--- config.mk ---
export PLATFORM = sky130hd
export DESIGN_NAME = muldiv_unit
export DESIGN_NICKNAME = d
export VERILOG_FILES = /design/src/rtl/muldiv_unit.sv
export SDC_FILE = /design/constraint.sdc
export NUM_CORES = 1
export LEC_CHECK = 0
export ABC_AREA = 0
export CAP_MARGIN = 20
export CORE_UTILIZATION = 59
export DETAILED_ROUTE_END_ITERATION = 10
export GPL_TIMING_DRIVEN = 0
export PLACE_DENSITY = 0.87
export SYNTH_ARGS = -nofsm -noshare
export SYNTH_HDL_FRONTEND = slang
export SYNTH_SLANG_ARGS = --single-unit
--- constraint.sdc ---
create_clock -name clk -period 3.9 [get_ports clk]
set_clock_uncertainty 0.05 [all_clocks]
set_input_delay 0.39 -clock clk [delete_from_list [all_inputs] [get_ports clk]]
set_output_delay 0.39 -clock clk [all_outputs]
set_load 0.02 [all_outputs]
--- src/rtl/muldiv_unit.sv ---
// Iterative 32x32 multiply / 32/32 divide unit with architectural HI/LO.
// Fixed 33-cycle latency: 32 shift-add / restoring iterations plus one sign-fix cycle.
module muldiv_unit #(
  parameter int ITER = 32
) (
  input  logic        clk,
  input  logic        rst_n,
  input  logic        start,
  input  logic [1:0]  op,
  input  logic [31:0] a,
  input  logic [31:0] b,
  input  logic        flush,
  input  logic        mthi,
  input  logic        mtlo,
  input  logic [31:0] wdata,
  output logic [31:0] hi,
  output logic [31:0] lo,
  output logic        busy,
  output logic        done
);

  localparam logic [1:0] IDLE = 2'd0;
  localparam logic [1:0] CALC = 2'd1;
  localparam logic [1:0] FIX  = 2'd2;

  logic [1:0]  state, state_nxt;
  logic [4:0]  cnt;
  logic [63:0] acc;       // mult: {partial product, multiplier}; div: {rem, quot}
  logic [31:0] opa;       // mult: |multiplicand|; div: raw dividend for the b==0 case
  logic [31:0] opb;       // |divisor|
  logic        is_div, neg_q, neg_r, div0;

  logic        signed_op;
  logic [31:0] mag_a, mag_b;
  logic [32:0] mul_sum;
  logic [32:0] rem_sh, rem_diff;
  logic [63:0] acc_step, prod;

  always_comb begin
    signed_op = ~op[0];
    mag_a     = (signed_op && a[31]) ? (~a + 32'd1) : a;
    mag_b     = (signed_op && b[31]) ? (~b + 32'd1) : b;

    mul_sum   = {1'b0, acc[63:32]} + (acc[0] ? {1'b0, opa} : 33'd0);
    rem_sh    = acc[63:31];
    rem_diff  = rem_sh - {1'b0, opb};

    if (is_div) begin
      // No borrow out of the 33-bit subtract means rem >= divisor.
      if (!rem_diff[32]) acc_step = {rem_diff[31:0], acc[30:0], 1'b1};
      else               acc_step = {rem_sh[31:0],   acc[30:0], 1'b0};
    end else begin
      acc_step = {mul_sum, acc[31:1]};
    end

    prod = neg_q ? (~acc + 64'd1) : acc;
  end

  always_comb begin
    state_nxt = state;
    case (state)
      IDLE: if (start && !flush) state_nxt = CALC;
      CALC: if (flush) state_nxt = IDLE;
            else if (cnt == 5'(ITER - 1)) state_nxt = FIX;
      FIX:  state_nxt = IDLE;
      default: state_nxt = IDLE;
    endcase
  end

  always_ff @(posedge clk or negedge rst_n) begin
    if (!rst_n) begin
      state  <= IDLE;
      cnt    <= 5'd0;
      acc    <= 64'd0;
      opa    <= 32'd0;
      opb    <= 32'd0;
      is_div <= 1'b0;
      neg_q  <= 1'b0;
      neg_r  <= 1'b0;
      div0   <= 1'b0;
      hi     <= 32'd0;
      lo     <= 32'd0;
      busy   <= 1'b0;
      done   <= 1'b0;
    end else begin
      state <= state_nxt;
      busy  <= (state_nxt != IDLE);
      done  <= 1'b0;
      case (state)
        IDLE: begin
          if (mthi) hi <= wdata;
          if (mtlo) lo <= wdata;
          if (start && !flush) begin
            cnt    <= 5'd0;
            is_div <= op[1];
            neg_q  <= signed_op & (a[31] ^ b[31]);
            neg_r  <= signed_op & a[31];
            div0   <= (b == 32'd0);
            opa    <= op[1] ? a : mag_a;
            opb    <= mag_b;
            acc    <= {32'd0, op[1] ? mag_a : mag_b};
          end
        end
        CALC: begin
          cnt <= cnt + 5'd1;
          acc <= acc_step;
        end
        FIX: begin
          if (!flush) begin
            done <= 1'b1;
            if (!is_div) begin
              {hi, lo} <= prod;
            end else if (div0) begin
              hi <= opa;
              lo <= 32'hFFFF_FFFF;
            end else begin
              lo <= neg_q ? (~acc[31:0] + 32'd1)  : acc[31:0];
              hi <= neg_r ? (~acc[63:32] + 32'd1) : acc[63:32];
            end
          end
        end
        default: ;
      endcase
    end
  end

endmodule

==> results of run 1 <==
-- report_power, final --
group          internal [mW]  switching (mW)
registers               2.61           0.757
logic                   3.16            5.07
clock network           1.37            1.00
-- path summary, 6_finish.rpt --
check	from	end	slack, ns
max	is_div$_DFFE_PN0P_	hi[4]$_DFFE_PN0P_	-0.04
max in group asynchronous	rst_n	acc[48]$_DFFE_PN0P_	2.36
min in group asynchronous	rst_n	acc[9]$_DFFE_PN0P_	0.36
min	a[6]	opa[6]$_DFFE_PN0P_	0.31
max reg2reg	is_div$_DFFE_PN0P_	hi[4]$_DFFE_PN0P_	-0.04
min reg2reg	lo[7]$_DFFE_PN0P_	lo[7]$_DFFE_PN0P_	0.44
-- worst reg2reg max path, delay by kind of cell (launching register included) --
kind                   cells  cell delay, ns
buffers and inverters      4            2.58
flip-flops                 1            0.63
AO/OA/AOI/OAI              1            0.42
AND/OR/NAND/NOR            1            0.18
-- logic make-up after synthesis --
logic type	Yosys count	share of synthesized area, %
DFF	205	29.1
muxes	75	4.26
AOI/OAI and AO/OA	737	25.5
adders and majority gates	72	5.20
xor gates and xnor gates	203	10.2
and+or+nand+nor	757	20.6
buffers and inverters	232	5.04
-- cells in the final DEF, fill, tap and decap left out, drive strengths merged, types with 65 or more instances in the layout --
cell,instances
xnor2,143
clkdlybuf4s50,167
o21ai,259
mux2i,75
inv,65
ha,70
nor2,172
nand2,266
clkbuf,171
dfrtp,205
a21oi,169
-- area by class of cell --
cell class	count	area share [%]
multi-input cells	1844	56.0
flip-flops and latches	205	24.7
repair buffers	179	8.63
clock buffers	30	3.24
plain buffers	163	3.08
well taps	384	2.31
inverters	67	1.21
clock inverters	13	0.741
diodes	1	0.0121
-- stage by stage --
step,power (mW),cell area (um^2),cells
after global placement,10.8,19800,2833
after detailed placement,11.0,19800,2835
after CTS,13.5,20700,2879
final,14.0,20800,2886
after floorplan,8.50,17600,2281
after global routing,14.6,20800,2885
-- what timing repair did --
item / 4_1_cts / 5_1_grt
gates cloned: 0 / 0
endpoints found under the hold margin: 80 / 0
endpoints found under the setup margin: 44 / 38
hold buffers: 1 / 0
buffers inserted: 2 / 6
resized for setup: 8 / 11
pin swaps: 0 / 1
-- routing by layer --
metal | share of wire, % | up-vias
met1 | 37 | 9501
li1 | - | 8605
met5 | 0.036 | -
met2 | 43 | 1521
met4 | 7.2 | 4
met3 | 13 | 364
-- state kept, by name, indices dropped and copies added (netlist names) --
| register | count |
|---|---|
| busy | 1 |
| div0 | 1 |
| done | 1 |
| is_div | 1 |
| neg_r | 1 |
| lo | 32 |
| opb | 32 |
| state | 2 |
| acc | 64 |
| neg_q | 1 |
| cnt | 5 |
| hi | 32 |
| opa | 32 |
==> run metrics, run 1 <==
register area around 5100 um^2; WP data required 4.34 ns; most used routing layer met2; Avg Synthesized Cell Area 7.72 um^2; CP cell instances clkbuf_1, clkbuf_1, buf_1, clkbuf_1, o21ai_0, nand3_1; maxcap violations 0; Root Driver clkbuf_16; slowest cell delay on critical path 0.77 ns; total wire length roughly 75000 um; Hold Crit Depth 3; setup TNS -0.0747 ns; violated checks negative setup slack; Total GRT Usage about half; Cells after Synth approximately 2300; CTS tree yes; Seq/Total Area, Yosys a little under 30%; syn nets between 2000 and 2500; crit end category flip-flop; top_reg_cell synth dfrtp_1; GR Util met1 roughly three fifths; share of cells above drive strength 1 4.08%; post-synthesis async set-or-reset flop share 100%; CP dominant cell by count clkbuf_1; crit-path max FO 10; Final ANT Viol Nets 0; maximum root-to-sink buffer count 3; post-route clock period utilization 101%; Worst setup SP type flip-flop; slew margin rel. between 30% and 40%; I/O Buffers between 150 and 200; worst min path class in2reg; vias in the first global route 19000; Hold WS roughly 0.31 ns; Reg2Reg Depth 6; CTS clk-pin slew, worst paths approximately 0.07 ns; FF+latch count, synth approximately 200; DR vias around 20000; post-synth top area cell dfrtp_1; area share of the largest cell type after synthesis a little under 30%; number of cells on the critical path 6; min Tclk post-route 3.94 ns; starting density of the core 60.7%; die area ~31000 um^2; first-pass GRT wire length approximately 110000 um; Buf/Inv on CP 4; fmax 254 MHz; initial antenna violation count 2; post-route setup slack -0.0403 ns; Rows 62; Hold Vio Cnt, Final 0; grt total ovfl 0; P&R area growth vs syn 17.9%; worst vdd ir between 0.5 and 0.6 mV; outcome finished, violations left; Syn Std Cell Area between 15000 and 20000 um^2; most frequent cells after synthesis nand2_1, o21ai_0, dfrtp_1; wire per inst 26.0 um; met2 GRT Util between 70% and 80%; Multi-input gate area about 12000 um^2; Final Setup Violations 2; Initial DRC Count approximately 2900; Core ar. slightly below 30000 um^2; top cells by area, synth dfrtp_1, o21ai_0, xnor2_1; drt pass-1 iters 8; pwr/cell area slightly below 700 nW/um^2; max-slew violation count 0; routability cong. between 1 and 1.5; Post-Route Utilization a little over 70%; EDFF count, synth 0; met3 Track Usage GR between 10% and 20%; DRC violations left 0; filler instances 2299; die height about 170 um; total CTS buffers 24; post-place setup slack -0.701 ns; clock sinks ~210; CTS HTree Levels 1; Worst Tran Pin Value about 1.0 ns; Clock Latency Late Sink roughly 0.56 ns; detailed-placement wirelength estimate approximately 58000 um; synth unique cells 81; Leak Pwr about 8.5 nW; vias per cell 6.93; die width 175 um; Worst EP arrival about 4.4 ns; cell with the most instances after synthesis nand2_1; final net count between 2000 and 3000; Syn. warnings 0; unrepaired setup endpoints after global routing no; largest net degree at the start of global routing between 100 and 150; CP max-delay cell buf_1; CP top delay family buffers and inverters; critical setup path kind reg2reg; io pins 170
Power figures use the tool's default switching activity.
==> inputs of run 2 (changes only) <==
Settings changed: CELL_PAD_IN_SITES_DETAIL_PLACEMENT set to 2, CELL_PAD_IN_SITES_GLOBAL_PLACEMENT set to 2, CORE_UTILIZATION 59 to 35.
==> run 2 against run 1 <==
  * The run now ends clean
  * Fmax up 2.3%
  * Wire length up 28%
  * Clock power up 7%
  * Sequential share of layout area down 0.58 points
  * Largest power group unchanged
  * Highest routed layer is now met4
  * Hold slack better by 0.028 ns
  * First-iteration DRC count down 52%
==> run metrics, run 2 (same netlist as run 1, synthesis figures left out) <==
CTS tree yes; post-route clock period utilization 98.7% (-2.3 points); min Tclk post-route 3.85 ns (-0.0897 ns); largest net degree at the start of global routing 111 (-12%); clock sinks 205 (unchanged); Worst setup SP type flip-flop; Worst EP arrival 4.23 ns (-0.15 ns); DR vias 19900 (-0.72%); Non-Filler Instances 3172 (+9.9%); die area 51200 um^2 (+68%); io pins 170 (unchanged); Core ar. 49300 um^2 (+70%); first-pass GRT wire length 141000 um (+26%); crit-path max FO 10 (unchanged); max-slew violation count 0 (unchanged); Biggest register acc; most frequent cells in the layout nand2_1, o21ai_0, dfrtp_1; DRC violations left 0 (unchanged); final net count 2661 (+0.038%); fmax 260 MHz (+2.3%); Initial DRC Count 1381 (-52%); max reg flops 64 (unchanged); maximum root-to-sink buffer count 3 (unchanged); slowest cell delay on critical path 0.91 ns (+0.14 ns); I/O Buffers 168 (unchanged); Leak Pwr 8.59 nW (+0.81%); CP cell instances clkbuf_1, clkbuf_1, buf_1, o21ai_0, a21oi_1, a21oi_1; Final Setup Violations 0 (-2); CP max-delay cell buf_1; vias per cell 6.26 (-9.7%); Root Driver clkbuf_16; post-route setup slack 0.0494 ns (+0.0897 ns); commonest non-fill, non-tap cell in the layout nand2_1; setup TNS 0 ns (+0.0747 ns); worst min path class in2reg; total wire length 96300 um (+28%); critical setup path kind reg2reg; Hold Vio Cnt, Final 0 (unchanged); routability cong. 0.959 (-13%); slew margin rel. 24.4% (-8.3 points); pwr/cell area 693 nW/um^2 (+3.1%); maxcap violations 0 (unchanged); die width 226 um (+29%); Hold WS 0.338 ns (+0.0282 ns); Rows 81 (+31%); CTS HTree Levels 1 (unchanged); vias in the first global route 21200 (+12%); drt pass-1 iters 5 (-3); Worst Tran Pin Value 1.13 ns (+0.125 ns); detailed-placement wirelength estimate 75300 um (+29%); CTS clk-pin slew, worst paths 0.06 ns (about the same); P&R area growth vs syn 20.8%; Final ANT Viol Nets 0 (unchanged); share of cells above drive strength 1 4.91% (+0.83 points); WP data required 4.28 ns (-0.06 ns); wire per inst 30.4 um (+17%); post-place setup slack -0.803 ns (-0.101 ns); starting density of the core 35.8% (-25 points); outcome finished clean; die height 226 um (+29%); grt total ovfl 0 (unchanged); worst vdd ir 0.326 mV (-38%); Clock Latency Late Sink 0.58 ns (+0.02 ns); Power, Total 14.8 mW (+5.7%); crit end category flip-flop; Total GRT Usage 37.3% (-11 points); Placed Cells 3116 (+9.9%); initial antenna violation count 1 (-1); total CTS buffers 27 (+13%)
## run 2: cell count changes in the layout (fill, tap and decap cells not counted), sizes merged
| cell | delta |
|---|---|
| clkinvlp | -3 |
| buf | -1 |
| clkbuf | +5 |
| clkdlybuf4s15 | +1 |
| diode | +3 |
| inv | +1 |
## run 2: power by group
part	switching, mW	internal (mW)
Clock	1.07	1.47
Combinational	5.56	3.18
Sequential	0.858	2.61
## run 2: stage by stage
step | area, um^2 | utilization [%]
after global placement | 20100 | 40.9
after floorplan | 17600 | -
after CTS | 21100 | 42.9
final | 21300 | 43.2
after global routing | 21300 | 43.2
after detailed placement | 20200 | 41.0
## run 2: cell type report
| type | count | area [um^2] |
|---|---|---|
| fillers | 5649 | 28000 |
| diodes | 4 | 10.0 |
| inverters | 67 | 251 |
| clock buffers | 37 | 753 |
| multi-input cells | 1844 | 11700 |
| well taps | 664 | 831 |
| flip-flops and latches | 205 | 5140 |
| plain buffers | 160 | 646 |
| repair buffers | 180 | 1830 |
| clock inverters | 11 | 111 |
## run 2: path summary, 6_finish.rpt
| check | end | slack [ns] | depth (start not counted) | from |
|---|---|---|---|---|
| max | acc[0]$_DFFE_PN0P_ | 0.05 | 6 | is_div$_DFFE_PN0P_ |
| min in group asynchronous | lo[22]$_DFFE_PN0P_ | 0.38 | 3 | rst_n |
| min | opa[6]$_DFFE_PN0P_ | 0.34 | 3 | a[6] |
| max reg2reg | acc[0]$_DFFE_PN0P_ | 0.05 | 6 | is_div$_DFFE_PN0P_ |
| min reg2reg | lo[30]$_DFFE_PN0P_ | 0.44 | 2 | lo[30]$_DFFE_PN0P_ |
| max in group asynchronous | acc[0]$_DFFE_PN0P_ | 2.36 | 4 | rst_n |
## run 2: what timing repair did
action,in CTS,in global routing
hold endpoints to repair,109,0
pin swaps,0,1
setup endpoints to repair,51,39
gates cloned,0,0
resized for setup,21,29
buffers inserted,2,6
hold buffers,1,0
## run 2: routing by layer
layer  routed length (um)  part of all wire [%]  track usage [%]
met1                40100                    42             48.1
met5                    0                     0                0
met4                 5850                   6.1             20.1
met3                 5920                   6.2             5.61
met2                44400                    46             60.0
## run 2: critical path: cells and delay by family (launching register included)
kind                   cells  cell delay (ns)
flip-flops                 1             0.64
AO/OA/AOI/OAI              3             0.75
buffers and inverters      3             2.23
==> inputs of run 3 (changes only) <==
Settings changed: CORE_UTILIZATION 35 to 25, PLACE_DENSITY 0.87 to 0.65.
==> run 3 against run 2 <==
  * Die area increased by 40%
  * Clock power rose by 7%
  * Critical endpoint is now hi[4]$_DFFE_PN0P_
  * Power shrank 0.30%
  * Hold slack worse by 0.013 ns
  * Largest power group unchanged
  * Largest cell class unchanged
==> run metrics, run 3 (same netlist as run 1, synthesis figures left out) <==
outcome finished clean; post-place instance area 20500 um^2 (+1.5%); die height 267 um (+18%); CTS clk-pin slew, worst paths 0.06 ns (about the same); Worst Tran Pin Value 1.04 ns (-0.0938 ns); largest net degree at the start of global routing 108 (-2.7%); total CTS buffers 28 (+3.7%); Pint 7.30 mW (+0.45%); min Tclk post-route 3.84 ns (-0.00659 ns); first-pass GRT wire length 142000 um (+0.45%); vias in the first global route 20500 (-3.3%); CP max-delay cell or4b_4; critical setup path kind reg2reg; Hold Crit Endpoint opa[6]$_DFFE_PN0P_; drt pass-1 iters 5 (unchanged); CP top delay family simple AND/OR/NAND/NOR gates; Biggest register acc; Hold Crit Depth 3 (unchanged); DR vias 19000 (-4.5%); wire per inst 28.2 um (-7.1%); die width 267 um (+18%); Worst EP arrival 4.27 ns (+0.04 ns); Core ar. 69200 um^2 (+40%); CTS tree yes; I/O Buffers 168 (unchanged); clock sinks 205 (unchanged); share of cells above drive strength 1 4.79% (-0.12 points); Design Area, Final 21600 um^2 (+1.5%); hold path start a[6]; total wire length 96900 um (+0.60%); routability cong. 0.928 (-3.3%); start of the worst register-to-register path acc[0]$_DFFE_PN0P_; post-route clock period utilization 98.6% (-0.17 points); Final ANT Viol Nets 0 (unchanged); CTS HTree Levels 1 (unchanged); Clk pwr share 18.4% (+1.1 points); CP cell instances clkbuf_4, inv_1, ha_1, nand2b_1, or3_1, or2_0, clkbuf_1, or4b_4, o21ai_0, xnor2_1, o21ai_1, nand3_1; starting density of the core 25.5% (-10 points); Root Driver clkbuf_16; Worst setup SP type flip-flop; initial antenna violation count 4 (+3); ant diodes 0 (-4); Reg power frac 23.6% (about the same); worst vdd ir 0.365 mV (+12%); unrepaired setup endpoints after global routing no; Rows 96 (+19%); slowest cell delay on critical path 0.64 ns (-0.27 ns); Total GRT Usage 26.9% (-10 points); combinational power share 58.0% (-1.2 points); reg-to-reg endpoint hi[4]$_DFFE_PN0P_; maximum root-to-sink buffer count 3 (unchanged); Leak Pwr 8.59 nW (about the same); final net count 2659 (-0.075%); P&R area growth vs syn 22.6%; maxcap violations 0 (unchanged); die area 71500 um^2 (+40%); worst min path class in2reg; crit-path max FO 10 (unchanged); Clock Latency Late Sink 0.62 ns (+0.04 ns); fmax 260 MHz (+0.17%); Final Setup Violations 0 (unchanged); most frequent cells in the layout nand2_1, o21ai_0, dfrtp_1; WP data required 4.32 ns (+0.04 ns); Net Sw Power 7.41 mW (-1.0%); R2R setup slack 0.06 ns (about the same); detailed-placement wirelength estimate 78700 um (+4.6%); io pins 170 (unchanged); Hold Vio Cnt, Final 0 (unchanged); vias per cell 5.52 (-12%); crit end category flip-flop; Placed Cells 3382 (+8.5%); pwr/cell area 681 nW/um^2 (-1.8%); Buf/Inv on CP 3 (unchanged); Reg2Reg Depth 12 (+6); slew margin rel. 30.6% (+6.3 points); Switching Share 50.4% (-0.37 points); Initial DRC Count 1063 (-23%); DRC violations left 0 (unchanged); max-slew violation count 0 (unchanged); max reg flops 64 (unchanged); Non-Filler Instances 3436 (+8.3%); commonest non-fill, non-tap cell in the layout nand2_1; grt total ovfl 0 (unchanged)
run 3: stage by stage:
| stage | power, mW | setup TNS (ns) | hold WS [ns] | setup slack, ns | util [%] |
|---|---|---|---|---|---|
| 2_1_floorplan | 8.50 | 0 | 0.0444 | 0.518 | - |
| 3_3_place_gp | 11.5 | -1459.53 | 0.414 | -7.04 | 29.6 |
| 3_5_place_dp | 11.8 | -28.83 | 0.423 | -0.891 | 29.6 |
| 4_1_cts | 14.6 | 0 | 0.301 | 0.000508 | 31.1 |
| 5_1_grt | 15.6 | 0 | 0.346 | 0.00160 | 31.2 |
| 6_report | 14.7 | 0 | 0.325 | 0.0560 | 31.2 |
run 3: layer usage:
| metal | GRT usage [%] | wire length [um] |
|---|---|---|
| met3 | 2.46 | 3640 |
| met5 | 0 | 0 |
| met2 | 44.8 | 45800 |
| met4 | 8.90 | 3380 |
| met1 | 36.4 | 44100 |
run 3: what timing repair did:
item / 4_1_cts / 5_1_grt
endpoints found under the hold margin: 98 / 0
setup buffers: 2 / 2
setup endpoints to repair: 53 / 34
resized for setup: 20 / 26
hold buffers: 1 / 0
pin swaps: 0 / 1
run 3: worst max-delay path by stage:
stage / startpoint / end / slack (ns) / depth (start not counted)
5_1_grt: a[3] / acc[27]$_DFFE_PN0P_ / 0.002 / 9
3_3_place_gp: rst_n / acc[50]$_DFFE_PN0P_ / -7.04 / 1
3_5_place_dp: acc[0]$_DFFE_PN0P_ / acc[57]$_DFFE_PN0P_ / -0.89 / 13
4_1_cts: acc[0]$_DFFE_PN0P_ / acc[55]$_DFFE_PN0P_ / 0.0005 / 13
6_report: acc[0]$_DFFE_PN0P_ / hi[4]$_DFFE_PN0P_ / 0.06 / 12
2_1_floorplan: acc[31]$_DFFE_PN0P_ / acc[36]$_DFFE_PN0P_ / 0.52 / 14
run 3: area by class of cell:
class / count / area, um^2
buffer: 162 / 657
clock buffer: 36 / 781
clock inverter: 16 / 168
fill: 8089 / 47600
inverter: 67 / 251
multi-input combinational: 1844 / 11700
sequential: 205 / 5140
tap: 931 / 1160
timing repair buffer: 175 / 1760
run 3: worst reg2reg max path, stage by stage, from the launching register on:
cell,delay (ns)
dfrtp_4,0.59
clkbuf_4,0.26
inv_1,0.15
ha_1,0.19
nand2b_1,0.08
or3_1,0.37
or2_0,0.23
clkbuf_1,0.20
or4b_4,0.65
o21ai_0,0.25
xnor2_1,0.09
o21ai_1,0.48
nand3_1,0.15
run 3: power groups by stage:
stage                     Combinational [mW]  Sequential, mW  Clock [mW]
after floorplan                         5.38            3.12           0
after global placement                  8.05            3.45           0
after detailed placement                8.29            3.47           0
after CTS                               8.42            3.47        2.76
after global routing                    9.23            3.51        2.84
final                                   8.53            3.47        2.71
